[config.mk]
export PLATFORM = sky130hd
export DESIGN_NAME = rr_burst_mux
export DESIGN_NICKNAME = d
export VERILOG_FILES = /design/src/rtl/rr_burst_mux.sv
export SDC_FILE = /design/constraint.sdc
export NUM_CORES = 1
export LEC_CHECK = 0
export ABC_AREA = 1
export CAP_MARGIN = 10
export CORE_MARGIN = 5
export CORE_UTILIZATION = 30
export CTS_CLUSTER_SIZE = 8
export DETAILED_ROUTE_END_ITERATION = 7
export PLACE_DENSITY = 0.95
export SLEW_MARGIN = 0
export SYNTH_ARGS = -nofsm -noshare
export SYNTH_HDL_FRONTEND = slang
export SYNTH_SLANG_ARGS = --single-unit
[constraint.sdc]
create_clock -name clk_i -period 4.26 [get_ports clk_i]
set_input_delay 1.065 -clock clk_i [delete_from_list [all_inputs] [get_ports clk_i]]
set_output_delay 1.065 -clock clk_i [all_outputs]
set_load 0.01 [all_outputs]
[src/rtl/rr_burst_mux.sv]
// Burst-locking consumer for a round-robin arbiter: forwards valids as requests,
// locks the granted requester onto the shared output stream until its burst ends.
module rr_burst_mux #(
    parameter int NUM_REQ   = 4,
    parameter int DATA_W    = 32,
    parameter int MAX_BEATS = 16
) (
    input  logic                        clk_i,
    input  logic                        rst_ni,
    input  logic [NUM_REQ-1:0]          in_valid_i,
    input  logic [NUM_REQ*DATA_W-1:0]   in_data_i,
    input  logic [NUM_REQ-1:0]          in_last_i,
    output logic [NUM_REQ-1:0]          in_ready_o,
    output logic [NUM_REQ-1:0]          arb_req_o,
    input  logic [NUM_REQ-1:0]          arb_gnt_i,
    output logic                        out_valid_o,
    output logic [DATA_W-1:0]           out_data_o,
    output logic                        out_last_o,
    input  logic                        out_ready_i,
    output logic [$clog2(NUM_REQ)-1:0]  owner_o,
    output logic                        busy_o,
    output logic                        err_o
);
    localparam int OW = $clog2(NUM_REQ);
    localparam int CW = $clog2(MAX_BEATS + 1);
    localparam logic [NUM_REQ-1:0] GNT_ONE = NUM_REQ'(1);

    typedef enum logic {IDLE, BUSY} state_t;

    state_t          state_reg, state_next;
    logic [OW-1:0]   owner_reg, owner_next;
    logic [CW-1:0]   count_reg, count_next;
    logic            err_reg, err_next;

    logic [DATA_W-1:0] slice [NUM_REQ];
    logic [OW-1:0]     gnt_idx;
    logic              gnt_onehot, gnt_valid;
    logic              busy, own_valid, own_last, beat_cap, last_int, xfer;

    generate
        for (genvar gi = 0; gi < NUM_REQ; gi++) begin : g_slice
            assign slice[gi] = in_data_i[gi*DATA_W +: DATA_W];
        end
    endgenerate

    always_comb begin
        gnt_idx = '0;
        for (int k = 0; k < NUM_REQ; k++) begin
            if (arb_gnt_i[k]) gnt_idx = OW'(k);
        end
    end

    assign gnt_onehot = (arb_gnt_i != '0) && ((arb_gnt_i & (arb_gnt_i - GNT_ONE)) == '0);
    assign gnt_valid  = gnt_onehot && ((arb_gnt_i & in_valid_i) != '0);

    assign busy      = (state_reg == BUSY);
    assign own_valid = in_valid_i[owner_reg];
    assign own_last  = in_last_i[owner_reg];
    // The MAX_BEATS-th beat closes the burst whether or not the source marks it.
    assign beat_cap  = (count_reg == CW'(MAX_BEATS - 1));
    assign last_int  = own_last | beat_cap;
    assign xfer      = busy & own_valid & out_ready_i;

    always_comb begin
        state_next = state_reg;
        owner_next = owner_reg;
        count_next = count_reg;
        err_next   = err_reg;
        case (state_reg)
            IDLE: begin
                if (gnt_valid) begin
                    owner_next = gnt_idx;
                    count_next = '0;
                    state_next = BUSY;
                end else if (arb_gnt_i != '0) begin
                    err_next = 1'b1;
                end
            end
            BUSY: begin
                if (xfer) begin
                    if (last_int) begin
                        state_next = IDLE;
                        owner_next = '0;
                        count_next = '0;
                    end else begin
                        count_next = count_reg + CW'(1);
                    end
                end
            end
            default: state_next = IDLE;
        endcase
    end

    always_ff @(posedge clk_i or negedge rst_ni) begin
        if (!rst_ni) begin
            state_reg <= IDLE;
            owner_reg <= '0;
            count_reg <= '0;
            err_reg   <= 1'b0;
        end else begin
            state_reg <= state_next;
            owner_reg <= owner_next;
            count_reg <= count_next;
            err_reg   <= err_next;
        end
    end

    // Every output is gated by rst_ni so reset forces zeros even on the combinational paths.
    generate
        for (genvar gi = 0; gi < NUM_REQ; gi++) begin : g_ready
            assign in_ready_o[gi] = rst_ni & busy & out_ready_i & (owner_reg == OW'(gi));
        end
    endgenerate

    assign arb_req_o   = (rst_ni && !busy) ? in_valid_i : '0;
    assign out_valid_o = rst_ni & busy & own_valid;
    assign out_data_o  = (rst_ni && busy) ? slice[owner_reg] : '0;
    assign out_last_o  = rst_ni & busy & last_int;
    assign owner_o     = (rst_ni && busy) ? owner_reg : '0;
    assign busy_o      = rst_ni & busy;
    assign err_o       = rst_ni & err_reg;

endmodule

* Word-level counts from Yosys, hierarchy flattened
Index checks and enable logic that the tools add are counted.
** Storage, ports and cells
- Bits in registers :: 9
- Output and inout port bits :: 46
** Cells by class
- Add/subtract/negate cells :: 2
- Order comparisons :: 2
- Eq/ne operators :: 7
- Multiplexer cells :: 25
- Bitwise logic cells :: 17
- Reductions and logical operators :: 12
** Operators by type and width (count)
- 2-to-1 mux 32 bit :: 3
- binary-select mux 32 bit (select 2 bit) :: 1
- 2-to-1 mux 5 bit :: 3
- 2-to-1 mux 2 bit :: 6
- AND 1 bit :: 11
- one-hot mux 5 bit (2 select lines) :: 1
- AND 4 bit :: 2
- nonzero test 4 bit :: 2
- 2-to-1 mux 1 bit :: 6
- AND reduction 3 bit :: 2
- adder 5 x 1 -> 5 bit, second input constant :: 1
- == test 5 x 4 -> 1 bit, second input constant :: 1
- binary-select mux 1 bit (select 2 bit) :: 2
- == test 2 bit, second input constant :: 2
- logical AND 1 bit :: 4
- zero test 4 bit :: 1
- 2-to-1 mux 4 bit :: 1
- inequality test 2 x 1 -> 1 bit, second input constant :: 2
- one-hot mux 2 bit (2 select lines) :: 1
- subtractor 4 x 1 -> 4 bit, second input constant :: 1
- >= comparator 3 bit, second input constant :: 1
- < comparator 2 x 3 -> 1 bit, second input constant :: 1
- inverter 2 -> 3 bit :: 1
- == test 2 x 1 -> 1 bit, second input constant :: 1
- 7 further kinds :: 8

* Depth between registers and ports, before layout
Gate-level depths: netlist of the first run.
- Depth in word-level cells :: 7
- Depth in mapped cells :: 11

* Worst setup path before layout of the first run
No wires, ideal clock.
- Kind :: input to output
- Start :: input rst_ni
- End :: output in_ready_o[0]
- Arrival :: 1.719 ns
- Required time :: 3.195 ns
- Slack :: 1.476 ns
- Stages on the path :: 4
- Cell sequence :: nand2_1 > inv_1 > nand2_1 > nor3_1
** On the way
- Cells in the longest elaborated chain, start to end :: 3
** RTL lines
- start, declared :: line 9 : input logic rst_ni,
- AND 1 bit
- net busy_o :: line 21 : output logic busy_o,
- AND 1 bit (2 in a row) :: line 111 : assign in_ready_o[gi] = rst_ni & busy & out_ready_i & (owner_reg == OW'(gi));
- end, declared :: line 13 : output logic [NUM_REQ-1:0] in_ready_o,
The timed path passes the listed nets, and every way through them passes these cells.

* Final worst setup path of the first run
- Start :: input rst_ni
- End :: output in_ready_o[2]
** On the way
- Cells in the longest elaborated chain, start to end :: 3
** RTL lines (line)
- AND 1 bit (3 in a row) :: 111
Every way passes these cells.

==> results by group, run 1 <==
Status
  – Status: completed

Cells and area
  – Antenna diodes: 0
  – Nets@finish: 598
  – Layout cells sized above 1: 0.06416
  – P&R area growth vs syn: 119.3%
  – Leading cell type in the layout, fill and taps excluded: clkdlybuf4s50_1
  – Largest register FFs: 5
  – Most frequent cells in the layout: clkdlybuf4s50_1 (188), nand3_1 (73), nand2_1 (43)
  – Fillers: 443
  – Post-route cell area: 3627 sq um

Clock network
  – Max Root-Sink Buffers: 2
  – Clk root buf: clkbuf_8
  – Hold Buf Count CTS: 0
  – Clock buffer count from CTS: 3
  – Worst skew pair latency: 240 ps
  – Clock sink count: 9
  – PostCTS Resize Cnt: 0
  – H-tree lvl count: 1
  – Clock transition at the registers of the reported paths: 50 ps
  – # Post-CTS Setup Buffers: 0
  – CTS tree: yes

Pwr
  – Switching Fraction: 0.4999
  – Leakage: 1.389 nW
  – Internal power: 769.1 uW
  – Logic pwr share: 0.822
  – Part of the power in registers: 0.111
  – VDD IR max: 0.0004274 V
  – Switching power: 768.8 uW
  – PD cells: 424.0 nW/um^2
  – Clock Power Share: 0.066

Synthesis
  – Post-synth EDFFs: 0
  – Syn Inst Count: 276
  – Synth Register Bits: 9
  – Netlist cell types: 26
  – Post-synthesis async set-or-reset flop share: 1.000
  – Syn_area_per_cell: 5.993 sq um
  – Synth Cell Area: 1654 sq um
  – Register area share after synthesis: 0.1362
  – Yosys warnings: 0
  – Post-Syn Nets: 421
  – Post-synth top flop: dfrtp_1

Route
  – Post-route antenna net violation count: 0
  – # DRC: 0
  – Final WL: 9527 um
  – Iter 0 DRT Violations: 169
  – Via count: 2887
  – Routed vias/inst: 5.510
  – Length of the first detailed-routing pass in iterations: 5
  – WL/cell: 18.18 um

Worst hold path
  – Class of the worst hold path: flip-flop to flip-flop

Floorplanning
  – Die height: 84.26 um
  – Ports: 189
  – Site Rows: 27
  – Die footprint: 7099 sq um
  – Initial Utilization: 0.3041
  – Core footprint: 5439 sq um
  – Die Width: 84.26 um

Global routing
  – Grt total ovfl: 0
  – First-pass GRT wire length: 14530 um
  – Initial antenna violation count: 0
  – Vias in the first global route: 2756
  – Largest net degree at the start of global routing: 40
  – Total GRT Usage: 0.2525

Setup path
  – Max FO, Critical Path: 19
  – Critical path capture point type: output port
  – Nature of the critical path startpoint: primary input
  – Critical path type: primary input to output port
  – WP data arrival: 2750 ps
  – Worst EP required: 3190 ps

STA
  – Slew @ Worst Pin: 585.2 ps
  – Setup violations, final: 0
  – Hold Vio Cnt, Final: 0
  – Relative slew slack: 0.6098
  – Setup Skew: 3.405 ps
  – RSZ-0062 raised after global routing: false
  – Period utilization: 0.8957
  – Slew Limit Fails: 0
  – Tmin final: 3816 ps
  – Max frequency: 262.1 MHz
  – Final setup margin: 444.5 ps
  – TNS Setup: 0 ps

Placed design
  – Post-placement worst setup slack: 450.6 ps
  – Port Buf Inserts: 188
  – DP Area: 3582 sq um
  – Post-DP HPWL: 7590 um
  – Final estimated routing congestion in global placement: 0.8709

Flow run
  – Max Cap Viol: 0
[path summary, 6_finish.rpt]
| kind | startpoint | to | slack, ps | cells past startpoint |
|---|---|---|---|---|
| setup / recovery | rst_ni | in_ready_o[2] | 440 | 7 |
| hold reg to reg | err_reg$_DFFE_PN0P_ | err_reg$_DFFE_PN0P_ | 490 | 1 |
| setup reg to reg | owner_reg[1]$_DFFE_PN0P_ | owner_reg[0]$_DFFE_PN0P_ | 2180 | 9 |
| max in group asynchronous | rst_ni | owner_reg[1]$_DFFE_PN0P_ | 2950 | 2 |
| min in group asynchronous | rst_ni | err_reg$_DFFE_PN0P_ | 1150 | 2 |
| hold / removal | err_reg$_DFFE_PN0P_ | err_reg$_DFFE_PN0P_ | 490 | 1 |
[per-layer routing]
metal	global-route usage	part of all wire	vias up
met5	0	0	-
met4	0.09795	0.037	0
met3	0.05790	0.090	29
met2	0.4562	0.51	151
met1	0.2853	0.37	1348
li1	-	-	1359
[layout make-up]
| cell class | instances | area (sq um) | area share |
|---|---|---|---|
| flip-flops and latches | 9 | 226.5 | 0.06244 |
| clock buffers | 4 | 45.04 | 0.01242 |
| repair buffers | 197 | 1962 | 0.5409 |
| well taps | 72 | 90.09 | 0.02484 |
| inverters | 21 | 78.83 | 0.02173 |
| multi-input cells | 221 | 1225 | 0.3377 |
[worst max-delay path: stages]
cell and delay (ps):
clkdlybuf4s50_1 470, nand2_1 70, buf_4 210, inv_1 100, nand2_1 110, nor3_1 150, clkdlybuf4s50_1 570
[synth_stat cells, types with 2 or more instances]
cell      count  area (sq um)
a21oi_1       2         10.01
a22oi_1      32         240.2
a31oi_1      32         200.2
buf_1         2         7.510
buf_2        13         65.06
buf_4         2         15.01
clkbuf_1      7         26.28
dfrtp_1       9         225.2
ha_1          2         25.02
inv_1        20         75.07
nand2_1      43         161.4
nand2_2       4         25.02
nand3_1      73         365.4
nand3_2       3         30.03
nand4_1       2         12.51
nor2_1       14         52.55
nor2_2        2         12.51
nor2_4        2         22.52
nor3_1        4         20.02
o21ai_2       2         17.52
[power by group through the flow]
stage / registers, mW / logic [mW] / clock network (mW)
floorplan: 0.128 / 0.719 / 0
global placement: 0.169 / 1.22 / 0
detailed placement: 0.171 / 1.25 / 0
CTS: 0.170 / 1.26 / 0.102
global route: 0.176 / 1.35 / 0.109
finish: 0.171 / 1.26 / 0.102
[cell families (layout without fill, tap and decap cells)]
group | after synthesis | after routing | synth area share
compound gates | 70 | 70 | 0.2905
fa+ha+maj | 2 | 2 | 0.01513
buf+inv | 46 | 222 | 0.1233
flops | 9 | 9 | 0.1362
simple gates | 149 | 149 | 0.4349
[stage by stage]
step,hold WS [ps],utilization,std cells,total power [mW]
2_1_floorplan,443.6,-,276,0.8470
3_3_place_gp,464.7,0.6586,520,1.388
3_5_place_dp,479.8,0.6586,520,1.425
4_1_cts,495.7,0.6669,524,1.531
5_1_grt,519.0,0.6669,524,1.636
6_report,494.6,0.6669,524,1.538
No activity file was read; power rests on OpenSTA's default activity.
==> inputs of run 2 (changes only) <==
- SLEW_MARGIN: 0 -> 20
==> results of run 2 <==
Same layout as run 1: the final DEF is identical, and so are final timing and power.
==> inputs of run 3 (changes only) <==
- REMOVE_ABC_BUFFERS: unset -> 1
==> results by group, run 3 (synthesized netlist as in run 1, its figures left out) <==
Placed design
  – Port Buf Inserts: 188
  – Post-placement worst setup slack: 533.5 ps
  – Post-DP HPWL: 7435 um
  – Final estimated routing congestion in global placement: 0.8752

STA
  – Setup Skew: 3.333 ps
  – RSZ-0062 raised after global routing: false
  – Hold Vio Cnt, Final: 0
  – Hold slack: 506.1 ps
  – Tmin final: 3730 ps
  – Relative slew slack: 0.5253
  – TNS Setup: 0 ps
  – Final setup margin: 530.1 ps
  – Max frequency: 268.1 MHz
  – Setup violations, final: 0
  – Period utilization: 0.8756
  – Slew Limit Fails: 0
  – Slew @ Worst Pin: 712.0 ps

Clock network
  – CTS tree: yes
  – Clock transition at the registers of the reported paths: 40 ps
  – Worst skew pair latency: 240 ps
  – Clock buffer count from CTS: 3
  – Hold Buf Count CTS: 0
  – PostCTS Resize Cnt: 0
  – # Post-CTS Setup Buffers: 0
  – Max Root-Sink Buffers: 2
  – Clk root buf: clkbuf_8
  – H-tree lvl count: 1
  – Clock sink count: 9

Global routing
  – Total GRT Usage: 0.2567
  – Largest net degree at the start of global routing: 42
  – Vias in the first global route: 2769
  – Initial antenna violation count: 0
  – First-pass GRT wire length: 14910 um
  – Grt total ovfl: 0

Floorplanning
  – Initial Utilization: 0.3041
  – Site Rows: 27
  – Die footprint: 7099 sq um
  – Ports: 189
  – Core footprint: 5439 sq um
  – Die height: 84.26 um
  – Die Width: 84.26 um

Pwr
  – Leakage: 1.390 nW
  – PD cells: 424.5 nW/um^2
  – VDD IR max: 0.0003202 V

Setup path
  – CP dominant cell by count: clkdlybuf4s50_1
  – Max FO, Critical Path: 22
  – Delay-heaviest family, CP: buffers and inverters
  – CP max stage cell: clkdlybuf4s50_1
  – Worst EP required: 3190 ps
  – Worst Path Buf+Inv: 3
  – Critical path type: primary input to output port
  – Crit-path cells: clkdlybuf4s50_1, nand2_1, buf_4, a31oi_1, clkdlybuf4s50_1
  – CP max stage delay: 600 ps
  – WP data arrival: 2660 ps
  – Critical path capture point type: output port
  – Nature of the critical path startpoint: primary input

Route
  – Final WL: 9472 um
  – Iter 0 DRT Violations: 168
  – Via count: 2838
  – Met2 wirelength from detailed routing: 4669 um
  – Length of the first detailed-routing pass in iterations: 4
  – DR WL met3: 828 um
  – DRT met1 WL: 3734 um
  – Top Metal Used: met4
  – # DRC: 0
  – Post-route antenna net violation count: 0
  – Routed vias/inst: 5.406
  – WL/cell: 18.04 um

Flow run
  – Max Cap Viol: 0

Cells and area
  – Largest register FFs: 5
  – Most frequent cells in the layout: clkdlybuf4s50_1 (188), nand3_1 (73), nand2_1 (43)
  – Leading cell type in the layout, fill and taps excluded: clkdlybuf4s50_1
  – P&R area growth vs syn: 119.0%
  – Layout cells sized above 1: 0.06623
  – Nets@finish: 599
  – Antenna diodes: 0

Status
  – Status: completed

Worst hold path
  – Class of the worst hold path: flip-flop to flip-flop
-- run 3: changes by cell type in the layout (fill, tap and decap cells not counted), sizes merged --
cell,delta
buf,+1
-- run 3: routing by layer --
metal / up-vias / track usage
met3: 23 / 0.05594
met2: 153 / 0.4484
met1: 1302 / 0.3177
li1: 1360 / -
met5: - / 0
met4: 0 / 0.06725
-- run 3: final timing paths --
| kind | start | to | slack (ps) | cells after the start |
|---|---|---|---|---|
| setup / recovery | rst_ni | out_data_o[14] | 530 | 5 |
| hold / removal | err_reg$_DFFE_PN0P_ | err_reg$_DFFE_PN0P_ | 510 | 1 |
| setup reg to reg | owner_reg[1]$_DFFE_PN0P_ | count_reg[3]$_DFFE_PN0P_ | 2180 | 8 |
| hold reg to reg | err_reg$_DFFE_PN0P_ | err_reg$_DFFE_PN0P_ | 510 | 1 |
| max in group asynchronous | rst_ni | owner_reg[1]$_DFFE_PN0P_ | 2940 | 2 |
| min in group asynchronous | rst_ni | busy$_DFF_PN0_ | 1150 | 2 |
-- run 3: area by class of cell --
cell class                 count  area (sq um)
fill                         447          1817
clock buffer                   4         45.04
timing repair buffer         198          1957
sequential                     9         226.5
tap                           72         90.09
multi-input combinational    221          1225
inverter                      21         78.83
-- run 3: report_power, final --
part           switching (mW)  total [mW]  internal (mW)
clock network          0.0356       0.101         0.0654
registers              0.0726       0.181          0.108
logic                   0.660        1.26          0.596
-- run 3: per-stage QoR --
step / cells / utilization / instance area, sq um / total power [mW]
final: 525 / 0.6660 / 3622 / 1.538
after global routing: 525 / 0.6660 / 3622 / 1.649
after CTS: 525 / 0.6660 / 3622 / 1.535
after detailed placement: 521 / 0.6577 / 3577 / 1.427
after global placement: 521 / 0.6577 / 3577 / 1.398
after floorplan: 251 / - / 1529 / 0.7699
